### src/rtl/mem_port_arbiter_if.sv
// Handshake bundle between the load unit, ROB commit path, data memory and mem_port_arbiter.
// slave: arbiter side. master: requester/memory side.
interface mem_port_arbiter_if #(
    parameter int unsigned ADDR_W = 32,
    parameter int unsigned DATA_W = 32
);
    logic              flush;
    logic              ld_req;
    logic [ADDR_W-1:0] ld_addr;
    logic [1:0]        ld_type;
    logic              ld_grant;
    logic              ld_done;
    logic [DATA_W-1:0] ld_data;
    logic              st_req;
    logic [ADDR_W-1:0] st_addr;
    logic [DATA_W-1:0] st_data;
    logic [1:0]        st_type;
    logic              st_grant;
    logic              st_done;
    logic              mem_req;
    logic              mem_we;
    logic [ADDR_W-1:0] mem_addr;
    logic [DATA_W-1:0] mem_wdata;
    logic [1:0]        mem_type;
    logic              mem_ack;
    logic [DATA_W-1:0] mem_rdata;

    modport slave (
        input  flush, ld_req, ld_addr, ld_type, st_req, st_addr, st_data, st_type,
               mem_ack, mem_rdata,
        output ld_grant, ld_done, ld_data, st_grant, st_done,
               mem_req, mem_we, mem_addr, mem_wdata, mem_type
    );

    modport master (
        output flush, ld_req, ld_addr, ld_type, st_req, st_addr, st_data, st_type,
               mem_ack, mem_rdata,
        input  ld_grant, ld_done, ld_data, st_grant, st_done,
               mem_req, mem_we, mem_addr, mem_wdata, mem_type
    );
endinterface

### src/rtl/mem_port_arbiter.sv
// Single data-memory port shared by speculative loads and committed stores; stores have priority.
// Define MEM_ARB_STARVE_EN to let a waiting load win after STARVE_LIMIT consecutive store grants.
module mem_port_arbiter #(
    parameter int unsigned ADDR_W       = 32,
    parameter int unsigned DATA_W       = 32,
    parameter int unsigned STARVE_LIMIT = 4
) (
    input logic               clock,
    input logic               reset,
    mem_port_arbiter_if.slave bus
);

    typedef enum logic [1:0] {StIdle, StBusyLd, StBusySt} state_e;

    state_e            state_q;
    logic              drop_q;
    logic              ld_grant_q, ld_done_q, st_grant_q, st_done_q;
    logic [DATA_W-1:0] ld_data_q;
    logic              mem_req_q, mem_we_q;
    logic [ADDR_W-1:0] mem_addr_q;
    logic [DATA_W-1:0] mem_wdata_q;
    logic [1:0]        mem_type_q;

    logic ld_ok, ld_wins, grant_ld, grant_st;

`ifdef MEM_ARB_STARVE_EN
    localparam int unsigned StreakW = $clog2(STARVE_LIMIT + 1);
    localparam logic [StreakW-1:0] StreakMax = StreakW'(STARVE_LIMIT);
    logic [StreakW-1:0] streak_q;
`endif

    always_comb begin
        ld_ok = bus.ld_req && !bus.flush;
`ifdef MEM_ARB_STARVE_EN
        ld_wins = ld_ok && (!bus.st_req || streak_q == StreakMax);
`else
        ld_wins = ld_ok && !bus.st_req;
`endif
        grant_st = (state_q == StIdle) && bus.st_req && !ld_wins;
        grant_ld = (state_q == StIdle) && ld_wins;
    end

    always_ff @(posedge clock or posedge reset) begin
        if (reset) begin
            state_q     <= StIdle;
            drop_q      <= 1'b0;
            ld_grant_q  <= 1'b0;
            ld_done_q   <= 1'b0;
            st_grant_q  <= 1'b0;
            st_done_q   <= 1'b0;
            ld_data_q   <= '0;
            mem_req_q   <= 1'b0;
            mem_we_q    <= 1'b0;
            mem_addr_q  <= '0;
            mem_wdata_q <= '0;
            mem_type_q  <= '0;
        end else begin
            ld_grant_q <= 1'b0;
            ld_done_q  <= 1'b0;
            st_grant_q <= 1'b0;
            st_done_q  <= 1'b0;
            unique case (state_q)
                StIdle: begin
                    if (grant_st) begin
                        state_q     <= StBusySt;
                        st_grant_q  <= 1'b1;
                        mem_req_q   <= 1'b1;
                        mem_we_q    <= 1'b1;
                        mem_addr_q  <= bus.st_addr;
                        mem_wdata_q <= bus.st_data;
                        mem_type_q  <= bus.st_type;
                    end else if (grant_ld) begin
                        state_q     <= StBusyLd;
                        drop_q      <= 1'b0;
                        ld_grant_q  <= 1'b1;
                        mem_req_q   <= 1'b1;
                        mem_we_q    <= 1'b0;
                        mem_addr_q  <= bus.ld_addr;
                        mem_wdata_q <= '0;
                        mem_type_q  <= bus.ld_type;
                    end
                end
                StBusyLd: begin
                    if (bus.mem_ack) begin
                        state_q   <= StIdle;
                        mem_req_q <= 1'b0;
                        drop_q    <= 1'b0;
                        // A squash on the completing edge still kills the result.
                        if (!drop_q && !bus.flush) begin
                            ld_done_q <= 1'b1;
                            ld_data_q <= bus.mem_rdata;
                        end
                    end else if (bus.flush) begin
                        drop_q <= 1'b1;
                    end
                end
                StBusySt: begin
                    if (bus.mem_ack) begin
                        state_q   <= StIdle;
                        mem_req_q <= 1'b0;
                        st_done_q <= 1'b1;
                    end
                end
                default: state_q <= StIdle;
            endcase
        end
    end

`ifdef MEM_ARB_STARVE_EN
    // Counts store wins over a waiting load; bounded because reaching StreakMax forces a load win.
    always_ff @(posedge clock or posedge reset) begin
        if (reset) begin
            streak_q <= '0;
        end else if (bus.flush) begin
            streak_q <= '0;
        end else if (state_q == StIdle) begin
            if (grant_ld || !bus.ld_req) begin
                streak_q <= '0;
            end else if (grant_st) begin
                streak_q <= streak_q + 1'b1;
            end
        end
    end
`endif

    assign bus.ld_grant  = ld_grant_q;
    assign bus.ld_done   = ld_done_q;
    assign bus.ld_data   = ld_data_q;
    assign bus.st_grant  = st_grant_q;
    assign bus.st_done   = st_done_q;
    assign bus.mem_req   = mem_req_q;
    assign bus.mem_we    = mem_we_q;
    assign bus.mem_addr  = mem_addr_q;
    assign bus.mem_wdata = mem_wdata_q;
    assign bus.mem_type  = mem_type_q;

endmodule

### src/flat_wrapper.sv
// flat-port wrapper written by rule: the top's interface ports become plain ports
module mem_port_arbiter_flat 
#(
    parameter int unsigned ADDR_W       = 32,
    parameter int unsigned DATA_W       = 32,
    parameter int unsigned STARVE_LIMIT = 4
)
  (clock, reset, bus_flush, bus_ld_req, bus_ld_addr, bus_ld_type, bus_st_req, bus_st_addr, bus_st_data, bus_st_type, bus_mem_ack, bus_mem_rdata, bus_ld_grant, bus_ld_done, bus_ld_data, bus_st_grant, bus_st_done, bus_mem_req, bus_mem_we, bus_mem_addr, bus_mem_wdata, bus_mem_type);
  mem_port_arbiter_if #(.ADDR_W(ADDR_W), .DATA_W(DATA_W)) bus_i ();
  input logic clock;
  input logic reset;
  input wire logic [$bits(bus_i.flush)-1:0] bus_flush;
  input wire logic [$bits(bus_i.ld_req)-1:0] bus_ld_req;
  input wire logic [$bits(bus_i.ld_addr)-1:0] bus_ld_addr;
  input wire logic [$bits(bus_i.ld_type)-1:0] bus_ld_type;
  input wire logic [$bits(bus_i.st_req)-1:0] bus_st_req;
  input wire logic [$bits(bus_i.st_addr)-1:0] bus_st_addr;
  input wire logic [$bits(bus_i.st_data)-1:0] bus_st_data;
  input wire logic [$bits(bus_i.st_type)-1:0] bus_st_type;
  input wire logic [$bits(bus_i.mem_ack)-1:0] bus_mem_ack;
  input wire logic [$bits(bus_i.mem_rdata)-1:0] bus_mem_rdata;
  output wire logic [$bits(bus_i.ld_grant)-1:0] bus_ld_grant;
  output wire logic [$bits(bus_i.ld_done)-1:0] bus_ld_done;
  output wire logic [$bits(bus_i.ld_data)-1:0] bus_ld_data;
  output wire logic [$bits(bus_i.st_grant)-1:0] bus_st_grant;
  output wire logic [$bits(bus_i.st_done)-1:0] bus_st_done;
  output wire logic [$bits(bus_i.mem_req)-1:0] bus_mem_req;
  output wire logic [$bits(bus_i.mem_we)-1:0] bus_mem_we;
  output wire logic [$bits(bus_i.mem_addr)-1:0] bus_mem_addr;
  output wire logic [$bits(bus_i.mem_wdata)-1:0] bus_mem_wdata;
  output wire logic [$bits(bus_i.mem_type)-1:0] bus_mem_type;
  assign bus_i.flush = bus_flush;
  assign bus_i.ld_req = bus_ld_req;
  assign bus_i.ld_addr = bus_ld_addr;
  assign bus_i.ld_type = bus_ld_type;
  assign bus_i.st_req = bus_st_req;
  assign bus_i.st_addr = bus_st_addr;
  assign bus_i.st_data = bus_st_data;
  assign bus_i.st_type = bus_st_type;
  assign bus_i.mem_ack = bus_mem_ack;
  assign bus_i.mem_rdata = bus_mem_rdata;
  assign bus_ld_grant = bus_i.ld_grant;
  assign bus_ld_done = bus_i.ld_done;
  assign bus_ld_data = bus_i.ld_data;
  assign bus_st_grant = bus_i.st_grant;
  assign bus_st_done = bus_i.st_done;
  assign bus_mem_req = bus_i.mem_req;
  assign bus_mem_we = bus_i.mem_we;
  assign bus_mem_addr = bus_i.mem_addr;
  assign bus_mem_wdata = bus_i.mem_wdata;
  assign bus_mem_type = bus_i.mem_type;
  mem_port_arbiter #(.ADDR_W(ADDR_W), .DATA_W(DATA_W), .STARVE_LIMIT(STARVE_LIMIT)) u_core (.clock(clock), .reset(reset), .bus(bus_i));
endmodule
### config.mk
export PLATFORM = sky130hd
export DESIGN_NAME = mem_port_arbiter_flat
export DESIGN_NICKNAME = d
export VERILOG_FILES = /design/src/rtl/mem_port_arbiter_if.sv /design/src/rtl/mem_port_arbiter.sv /design/src/flat_wrapper.sv
export SDC_FILE = /design/constraint.sdc
export NUM_CORES = 1
export LEC_CHECK = 0
export ABC_AREA = 1
export BUFFER_PORTS_ARGS = -buffer_cell sky130_fd_sc_hd__buf_4
export CORE_ASPECT_RATIO = 0.6
export CORE_MARGIN = 5
export CORE_UTILIZATION = 49
export DETAILED_ROUTE_END_ITERATION = 8
export PLACE_DENSITY_LB_ADDON = 0.2
export SLEW_MARGIN = 20
export SYNTH_ARGS = -nofsm -noshare
export SYNTH_HDL_FRONTEND = slang
export SYNTH_SLANG_ARGS = --single-unit
### constraint.sdc
create_clock -name clock -period 9.28 [get_ports clock]
set_input_delay 0.464 -clock clock [delete_from_list [all_inputs] [get_ports clock]]
set_output_delay 0.464 -clock clock [all_outputs]
set_load 0.005 [all_outputs]
==> metrics, run 1 <==
deepest clock path buffer count=2; vias per cell=4.64; Seq/Total Area, Yosys=0.576; initial core utilization=0.504; yosys warns=0; Avg WL per Cell=14.1 um; RSZ-0062 raised after global routing=no; Max H-tree Level=3; Mapped Cells=around 580; critical path fanouts, max=68; DRC=0; Setup CP Type=reg -> reg; Final Hold Fails=0; gr usage total=0.229; Max IR drop VDD=129 uV; fin util=0.738; Slowest-stage cell, CP=clkinv_2; Finish-stage setup viols=0; Pre-antenna DRT Iters=4; Worst-Margin Slew=0.905 ns; Clock Pin Slew Worst Setup and Hold Paths=0.07 ns; clock sink total=107; cts repair resizes=0; vias in the first global route=4,426; ANT nets after route=0; min Tclk post-route=2.70 ns; post-synthesis cell type count=22; worst path cell trace=inv_1 -> ha_1 -> nand2_1 -> clkinv_2 -> nor2_4 -> buf_4 -> nand2_1 -> nand2_1; hpwl dp=9890 um; P per Cell Area=292 mW/mm2; cells on worst reg2reg path=8; first-pass GRT wire length=21,400 um; core area=0.00922 mm2; mapped cell area=roughly 0.0047 mm2; fillers=between 700 and 800; Worst Clk Skew=0.00583 ns; status=complete, no violations; Tcrit/Tclk final=0.291; synthesized area per cell=8.05 um2; Root Buffer=clkbuf_16; Worst R2R Setup Slack=about 6.6 ns; nets=roughly 950; Hold WS=0.105 ns; total CTS buffers=9; Congestion Overflow GR=0; most frequent cells in the layout=nand2_1, buf_4, dfrtp_1; syn_nets=720; Slew HR=0.397; die area=roughly 0.012 mm2; area grow syn2layout=46.4%; peak per-stage delay on the critical path=approximately 0.66 ns; Top Ports=242; r2r startpoint=u_core.state_q[0]; share of cells above drive strength 1=0.349; floorplan row count=27; FF+latch count, synth=107; Max Slew Vio Count=0; TritonCTS clock tree=yes; via count=4,370; startpoint class of the critical path=flop; Min-Delay Path Class=in -> async; Lkg Pwr=between 4 and 5 nW; Die Y-Extent=85.5 um; WL final=around 13,000 um; max frequency=0.371 GHz; port bufs=241; Final TNS setup=0 ns; initial antenna violation count=0; gpl congestion=0.835; max-cap viol count=0; largest net degree at the start of global routing=79; worst reg2reg endpoint=u_core.bus.mem_wdata[7]; Crit. End Element=flop; WP data required=9.55 ns; drt first-iter violations=between 150 and 200; critical path arrival=2.97 ns; commonest non-fill, non-tap cell in the layout=nand2_1; die width=about 140 um; CP dominant cell by count=nand2_1; postcts setup bufs=0; latest clock arrival within the worst-skew pair=0.33 ns; Ant. Diodes=0; hold_buf cts=0
## synthesized netlist by cell type
master | instances | share of area
buf_4 | 7 | 0.011
buf_6 | 4 | 0.0097
a21oi_1 | 1 | 0.0011
o21ai_0 | 2 | 0.0022
nor2_2 | 1 | 0.0013
nand4_1 | 1 | 0.0013
nand3_1 | 1 | 0.0011
clkbuf_1 | 2 | 0.0016
a31oi_1 | 1 | 0.0013
buf_12 | 1 | 0.0043
inv_1 | 10 | 0.0081
buf_2 | 12 | 0.013
nand2_2 | 12 | 0.016
ha_1 | 4 | 0.011
nand2_1 | 401 | 0.32
dfrtp_1 | 107 | 0.58
nor2_1 | 2 | 0.0016
nor2_4 | 2 | 0.0048
nand3_2 | 1 | 0.0022
nand2_4 | 1 | 0.0024
buf_8 | 1 | 0.0032
inv_2 | 4 | 0.0032
## layer usage
metal | global-route usage | vias up | routed length [um]
li1 | - | 2178 | -
met1 | 0.288 | 2002 | 5370
met5 | 0 | - | 0
met3 | 0.0622 | 10 | 1060
met4 | 0.0467 | 0 | 118
met2 | 0.403 | 180 | 6710
## layout make-up
| type | instances | area (um2) | area share |
|---|---|---|---|
| timing repair buffer | 245 | 1860 | 0.273 |
| multi-input combinational | 430 | 1720 | 0.253 |
| tap | 130 | 163 | 0.0239 |
| inverter | 14 | 56.3 | 0.00827 |
| clock buffer | 10 | 239 | 0.0351 |
| sequential | 107 | 2680 | 0.393 |
| clock inverter | 6 | 95.1 | 0.0140 |
## worst max-delay path by stage
| stage | slack [ns] | end | startpoint |
|---|---|---|---|
| floorplan | 6.00 | u_core.bus.ld_data[0] | reset |
| global placement | 7.02 | u_core.bus.mem_addr[7] | u_core.state_q[0] |
| detailed placement | 6.89 | u_core.bus.mem_wdata[7] | u_core.state_q[0] |
| CTS | 6.88 | u_core.bus.mem_wdata[7] | u_core.state_q[0] |
| global route | 6.30 | u_core.bus.mem_addr[16] | u_core.state_q[0] |
| finish | 6.58 | u_core.bus.mem_wdata[7] | u_core.state_q[0] |
## logic make-up (layout without fill, tap and decap cells)
logic type                 count (synthesis)  in the layout  share of synthesized area
DFF                                      107            107                      0.576
adders and majority gates                  4              4                     0.0108
AOI/OAI and AO/OA                          4              4                    0.00457
buffers and inverters                     41            275                     0.0543
and+or+nand+nor                          422            422                      0.355
## power by group
| part | total (mW) | internal [mW] | leakage [nW] | switching, mW |
|---|---|---|---|---|
| clock | 0.414 | 0.247 | 0.164 | 0.168 |
| combinational | 0.782 | 0.395 | 2.52 | 0.387 |
| sequential | 0.792 | 0.668 | 1.35 | 0.125 |
| total | 1.99 | 1.31 | 4.03 | 0.679 |
## per-stage QoR
| step | cells | instance area, um2 | total power, mW | worst slack [ns] |
|---|---|---|---|---|
| 3_5_place_dp | 925 | 6450 | 1.59 | 6.89 |
| 2_1_floorplan | 578 | 4650 | 1.15 | 6.00 |
| 5_1_grt | 942 | 6810 | 2.14 | 6.30 |
| 4_1_cts | 941 | 6780 | 2.01 | 6.88 |
| 3_3_place_gp | 925 | 6450 | 1.55 | 7.02 |
| 6_report | 942 | 6810 | 1.99 | 6.58 |
## state kept, by name (all words and copies together) (netlist names)
signal	cells
u_core.bus.st_grant	1
u_core.drop_q	1
u_core.bus.mem_req	1
u_core.bus.ld_grant	1
u_core.bus.ld_done	1
u_core.bus.mem_wdata	32
u_core.bus.mem_type	2
u_core.bus.st_done	1
u_core.state_q	2
u_core.bus.mem_addr	32
u_core.bus.mem_we	1
u_core.bus.ld_data	32
## critical path, delay by kind of cell, from the launching register on
| kind | cells | cell delay, ns |
|---|---|---|
| buf+inv | 3 | 1.34 |
| fa+ha+maj | 1 | 0.22 |
| flops | 1 | 0.41 |
| simple gates | 4 | 0.65 |
Note: power is estimated with default switching activity, not from simulation.
==> inputs of run 2 (changes only) <==
Settings changed: ABC_AREA 1 to 0, CORE_UTILIZATION 49 to 41.
Clock period 9.28 ns to 2.4 ns, I/O delays scaled along.
==> run 2 against run 1 <==
Compared with the run above: worst hold slack got worse by 0.098 ns; non-clock buffer count grew 52; combinational power grew to 4.7 times the previous value; synthesized area rose by 1.1%; clock-buffer cell count grew 1; critical endpoint is now u_core.bus.mem_addr[4].
==> metrics, run 2 <==
Die Y-Extent=93.0 um (was 85.5 um); syn_nets=497 (was 720); Synth async-reset ratio=1.00 (unchanged); deepest clock path buffer count=2 (unchanged); Synth Area in Adders=0.0106 (was 0.0108); r2r startpoint=u_core.state_q[0] (unchanged); CP startpoint=u_core.state_q[0] (unchanged); min Tclk post-route=2.07 ns (was 2.70 ns); clock sink total=107 (unchanged); WP data required=2.62 ns (was 9.55 ns); Root Buffer=clkbuf_16 (unchanged); pre-CTS setup slack=0.339 ns (was 6.89 ns); P per Cell Area=1140 mW/mm2 (was 292 mW/mm2); gr usage total=0.193 (was 0.229); Worst-Margin Slew=0.602 ns (was 0.905 ns); TritonCTS clock tree=yes (unchanged); max-cap viol count=0 (unchanged); Max H-tree Level=3 (unchanged); FF+latch count, synth=107 (unchanged); WL final=13,600 um (was 13,300 um); Lkg Pwr=3.68 nW (was 4.03 nW); vias per cell=4.75 (was 4.64); largest cells by area after synthesis=dfrtp_1, mux2_2, mux2_4 (was dfrtp_1, nand2_1, nand2_2); critical path arrival=2.29 ns (was 2.97 ns); yosys warns=0 (unchanged); placed standard-cell area=0.00665 mm2 (was 0.00645 mm2); post-synthesis cell type count=26 (was 22); Max IR drop VDD=508 uV (was 129 uV); Final Hold Fails=0 (unchanged); startpoint class of the critical path=flop (unchanged); latest clock arrival within the worst-skew pair=0.34 ns (was 0.33 ns); most frequent cells in the layout=buf_4, dfrtp_1, nand2_1 (was nand2_1, buf_4, dfrtp_1); gpl congestion=0.774 (was 0.835); initial core utilization=0.418 (was 0.504); Setup CP Type=reg -> reg (unchanged); Slew HR=0.599 (was 0.397); via count=3,757 (was 4,370); die width=148 um (was 136 um); final setup margin=0.329 ns (was 6.58 ns); Clock Pin Slew Worst Setup and Hold Paths=0.07 ns (about the same); Pre-antenna DRT Iters=4 (unchanged); worst reg2reg endpoint=u_core.bus.mem_addr[4] (was u_core.bus.mem_wdata[7]); Worst R2R Setup Slack=0.33 ns (was 6.58 ns); Post-Synth XOR/XNOR Area=0 (unchanged); max frequency=0.483 GHz (was 0.371 GHz); Worst Clk Skew=0.00666 ns (was 0.00583 ns); hpwl dp=9720 um (was 9890 um); nets=785 (was 949); synthesized area per cell=13.2 um2 (was 8.05 um2); share of cells above drive strength 1=0.563 (was 0.349); floorplan row count=30 (was 27); post-synth top area share=0.569 (was 0.576); simple-gate share of the synthesized area=0.0692 (was 0.355); postcts setup bufs=0 (unchanged); RSZ-0062 raised after global routing=no (unchanged); port bufs=241 (unchanged); DRC=0 (unchanged); area leader, netlist=dfrtp_1 (unchanged); status=complete, no violations (unchanged); total CTS buffers=9 (unchanged); Avg WL per Cell=17.2 um (was 14.1 um); Hold WS=0.00786 ns (was 0.105 ns); drt first-iter violations=86 (was 199); number of synthesized flops with an enable pin=0 (unchanged); Mapped Cells=355 (was 578); Min-Delay Path Class=in -> reg (was in -> async); Finish-stage setup viols=0 (unchanged); Top Ports=242 (unchanged); Tcrit/Tclk final=0.863 (was 0.291); mapped cell area=0.00470 mm2 (was 0.00465 mm2); Congestion Overflow GR=0 (unchanged); ANT nets after route=0 (unchanged); post-synthesis compound-gate area fraction=0.0503 (was 0.00457); vias in the first global route=3,972 (was 4,426); Crit. End Element=flop (unchanged); critical path fanouts, max=42 (was 68); Final TNS setup=0 ns (unchanged); largest net degree at the start of global routing=108 (was 79); multiplexer share of the synthesized area=0.263 (was 0); first-pass GRT wire length=21,200 um (was 21,400 um); fin area=0.00746 mm2 (was 0.00681 mm2); initial antenna violation count=0 (unchanged); cells on worst reg2reg path=7 (was 8); Ant. Diodes=0 (unchanged); fin util=0.663 (was 0.738); Max Slew Vio Count=0 (unchanged); cell with the most instances after synthesis=dfrtp_1 (was nand2_1); core area=0.0113 mm2 (was 0.00922 mm2); die area=0.0138 mm2 (was 0.0116 mm2); area grow syn2layout=58.7% (was 46.4%); commonest non-fill, non-tap cell in the layout=buf_4 (was nand2_1); commonest cells in the netlist=dfrtp_1, nand2_1, mux2_2 (was nand2_1, dfrtp_1, buf_2, nand2_2, inv_1); Seq/Total Area, Yosys=0.569 (was 0.576); Most used DFF post-synth=dfrtp_1 (unchanged); worst setup path endpoint=u_core.bus.mem_addr[4] (was u_core.bus.mem_wdata[7]); largest family of logic cells by synthesized area=multiplexers (was simple AND/OR/NAND/NOR gates)
-- run 2: cell types whose count changed in the layout (fill, tap and decap cells not counted), moves of 3 or more --
cell and delta:
buf_4 +3, nand2b_1 +3, mux2_4 +30, dlygate4sd3_1 +47, nand2_1 -336, o21ai_0 +34
inv_1 -5, buf_12 +3, mux2_1 +7, mux2_2 +63, nand2_2 -12
-- run 2: how the worst min path moves through the flow --
stage,start,to,cells after the start
final,bus_mem_rdata[5],u_core.bus.ld_data[5],2
after floorplan,bus_mem_ack,u_core.drop_q,1
after CTS,bus_mem_rdata[5],u_core.bus.ld_data[5],2
after global routing,bus_mem_rdata[18],u_core.bus.ld_data[18],2
after global placement,bus_st_data[2],u_core.bus.mem_wdata[2],3
after detailed placement,bus_st_data[8],u_core.bus.mem_wdata[8],3
-- run 2: per-layer routing --
layer,vias to the layer above,track usage,part of all wire
met5,-,0,0
met1,1837,0.237,0.41
met4,0,0.0538,0.018
met2,120,0.328,0.50
li1,1778,-,-
met3,22,0.0641,0.067
-- run 2: timing repair --
item	4_1_cts	5_1_grt
hold buffers	43	4
hold endpoints to repair	149	4
endpoints found under the setup margin	0	0
resized for setup	0	0
-- run 2: final cells by class --
cell class | count | area, um2
Clock inverter | 4 | 98.8
Inverter | 6 | 26.3
Timing Repair Buffer | 297 | 2380
Sequential cell | 107 | 2680
Clock buffer | 11 | 243
Multi-Input combinational cell | 222 | 1850
Tap cell | 144 | 180
Fill cell | 870 | 3800
-- run 2: logic make-up (layout without fill, tap and decap cells) --
| group | after synthesis | after routing |
|---|---|---|
| AND/OR/NAND/NOR | 74 | 74 |
| AO/OA/AOI/OAI | 44 | 44 |
| adder cells (fa/ha/maj) | 4 | 4 |
| buffers and inverters | 26 | 318 |
| multiplexers | 100 | 100 |
| flip-flops | 107 | 107 |
-- run 2: metrics by stage --
stage	std cells	power, mW
finish	791	8.51
global route	791	9.03
CTS	787	8.59
detailed placement	729	6.82
global placement	729	6.70
floorplan	355	4.93
-- run 2: power breakdown --
group / switching, mW / internal [mW]
clock: 0.641 / 1.05
sequential: 0.493 / 2.67
combinational: 1.38 / 2.29
-- run 2: critical path: stages, from the launching register on --
cell and delay [ns]:
dfrtp_1 0.42, inv_1 0.10, ha_1 0.27, nand2_4 0.07, inv_2 0.16, buf_12 0.26, mux2_2 0.37, mux2_4 0.26
==> inputs of run 3 (changes only) <==
Settings changed: CELL_PAD_IN_SITES_DETAIL_PLACEMENT set to 2, CELL_PAD_IN_SITES_GLOBAL_PLACEMENT set to 2, CORE_UTILIZATION 41 to 25.
==> run 3 against run 2 <==
Compared with the run above: global-route usage down 3.4 points; first-iteration DRC count down 5.8%; die area up 58%; final cell count up 13%; total power up 0.49%; sequential cell count unchanged; largest cell class unchanged; register-to-register slack better by 0.04 ns; routed wire length up 28%; core utilization down 24 points; worst hold slack better by 0.0018 ns; largest power group unchanged; non-clock buffer count up 10; sequential power up 1%.
==> metrics, run 3 (synthesized netlist as in run 2, its figures left out) <==
CP startpoint=u_core.state_q[1] (was u_core.state_q[0]); vias per cell=4.34 (was 4.75); cells on worst reg2reg path=7 (unchanged); WL final=17,300 um (was 13,600 um); via count=3,893 (was 3,757); most frequent cells in the layout=buf_4, dfrtp_1, nand2_1 (unchanged); Die Y-Extent=116 um (was 93.0 um); status=complete, no violations (unchanged); Lkg Pwr=3.70 nW (was 3.68 nW); clock sink total=107 (unchanged); deepest clock path buffer count=2 (unchanged); Crit. End Element=flop (unchanged); Max IR drop VDD=381 uV (was 508 uV); die area=0.0217 mm2 (was 0.0138 mm2); Root Buffer=clkbuf_16 (unchanged); Ant. Diodes=0 (unchanged); vias in the first global route=4,600 (was 3,972); area grow syn2layout=62.4% (was 58.7%); Hold WS=0.00966 ns (was 0.00786 ns); Worst R2R Setup Slack=0.37 ns (was 0.33 ns); Min-Delay Path Class=in -> reg (unchanged); Final TNS setup=0 ns (unchanged); min Tclk post-route=2.03 ns (was 2.07 ns); critical path arrival=2.28 ns (was 2.29 ns); drt first-iter violations=81 (was 86); latest clock arrival within the worst-skew pair=0.35 ns (was 0.34 ns); Avg WL per Cell=19.3 um (was 17.2 um); floorplan row count=38 (was 30); max-cap viol count=0 (unchanged); total CTS buffers=9 (unchanged); worst reg2reg endpoint=u_core.bus.mem_type[1] (was u_core.bus.mem_addr[4]); max frequency=0.492 GHz (was 0.483 GHz); Finish-stage setup viols=0 (unchanged); Worst Clk Skew=0.0115 ns (was 0.00666 ns); Max Slew Vio Count=0 (unchanged); WP data required=2.64 ns (was 2.62 ns); fillers=1,891 (was 870); critical path fanouts, max=22 (was 42); DRC=0 (unchanged); gpl congestion=0.720 (was 0.774); nets=795 (was 785); hpwl dp=12,700 um (was 9720 um); worst setup path endpoint=u_core.bus.mem_type[1] (was u_core.bus.mem_addr[4]); Setup CP Type=reg -> reg (unchanged); TritonCTS clock tree=yes (unchanged); Worst-Margin Slew=0.503 ns (was 0.602 ns); commonest non-fill, non-tap cell in the layout=buf_4 (unchanged); Tcrit/Tclk final=0.848 (was 0.863); gr usage total=0.160 (was 0.193); ANT nets after route=0 (unchanged); initial antenna violation count=0 (unchanged); core area=0.0183 mm2 (was 0.0113 mm2); Final Hold Fails=0 (unchanged); die width=187 um (was 148 um); Max H-tree Level=3 (unchanged); share of cells above drive strength 1=0.560 (was 0.563); initial core utilization=0.258 (was 0.418); port bufs=241 (unchanged); P per Cell Area=1120 mW/mm2 (was 1140 mW/mm2); r2r startpoint=u_core.state_q[1] (was u_core.state_q[0]); first-pass GRT wire length=27,200 um (was 21,200 um); Congestion Overflow GR=0 (unchanged); Clock Pin Slew Worst Setup and Hold Paths=0.08 ns (was 0.07 ns); Pre-antenna DRT Iters=4 (unchanged); RSZ-0062 raised after global routing=no (unchanged); cts repair resizes=0 (unchanged); Top Ports=242 (unchanged); largest net degree at the start of global routing=70 (was 108); Slew HR=0.664 (was 0.599); startpoint class of the critical path=flop (unchanged)
run 3: changes by cell type in the layout (fill, tap and decap cells not counted), sizes merged:
cell         delta
dlygate4sd3     +7
buf             +3
bufinv          -2
clkinvlp        +2
clkbuf          -1
inv             +1
run 3: report_power, final:
| part | switching [mW] | internal [mW] | leakage [nW] |
|---|---|---|---|
| Clock | 0.705 | 0.839 | 0.141 |
| Sequential | 0.536 | 2.67 | 1.31 |
| Combinational | 1.50 | 2.31 | 2.25 |
run 3: final cells by class:
cell class	instances	area, um2	share of cell area
clock buffers	10	239	0.0313
clock inverters	5	62.6	0.00819
inverters	6	26.3	0.00344
multi-input cells	222	1850	0.243
flip-flops and latches	107	2680	0.351
well taps	240	300	0.0393
repair buffers	307	2480	0.324
run 3: how the worst min path moves through the flow:
stage | start | to | cells past startpoint
global placement | reset | u_core.bus.ld_data[1] | 2
floorplan | bus_mem_ack | u_core.drop_q | 1
finish | bus_mem_rdata[9] | u_core.bus.ld_data[9] | 2
CTS | bus_mem_ack | u_core.drop_q | 2
global route | bus_mem_rdata[0] | u_core.bus.ld_data[0] | 2
detailed placement | reset | u_core.bus.ld_data[1] | 2
run 3: per-layer routing:
metal | vias up | share of wire | track usage
li1 | 1805 | - | -
met1 | 1942 | 0.43 | 0.189
met2 | 138 | 0.49 | 0.284
met3 | 8 | 0.075 | 0.0630
met4 | 0 | 0.0071 | 0.0271
met5 | - | 0 | 0
run 3: critical path: stages, from the launching register on:
cell and delay [ns]:
dfrtp_1 0.42, inv_1 0.12, ha_1 0.29, nand2_4 0.07, inv_2 0.18, buf_12 0.21
mux2_2 0.36, mux2_4 0.27
run 3: timing repair:
item | CTS | global route
setup buffers | 0 | 0
hold endpoints to repair | 71 | 0
hold buffers | 54 | 0
run 3: stage by stage:
stage	power (mW)	area (um2)	setup WS (ns)	util	cells
after floorplan	4.93	4710	0.642	-	355
final	8.56	7630	0.366	0.418	897
after global routing	9.15	7630	0.264	0.418	897
after CTS	8.72	7630	0.334	0.418	897
after global placement	6.85	6790	0.461	0.372	828
after detailed placement	7.03	6790	0.354	0.372	828
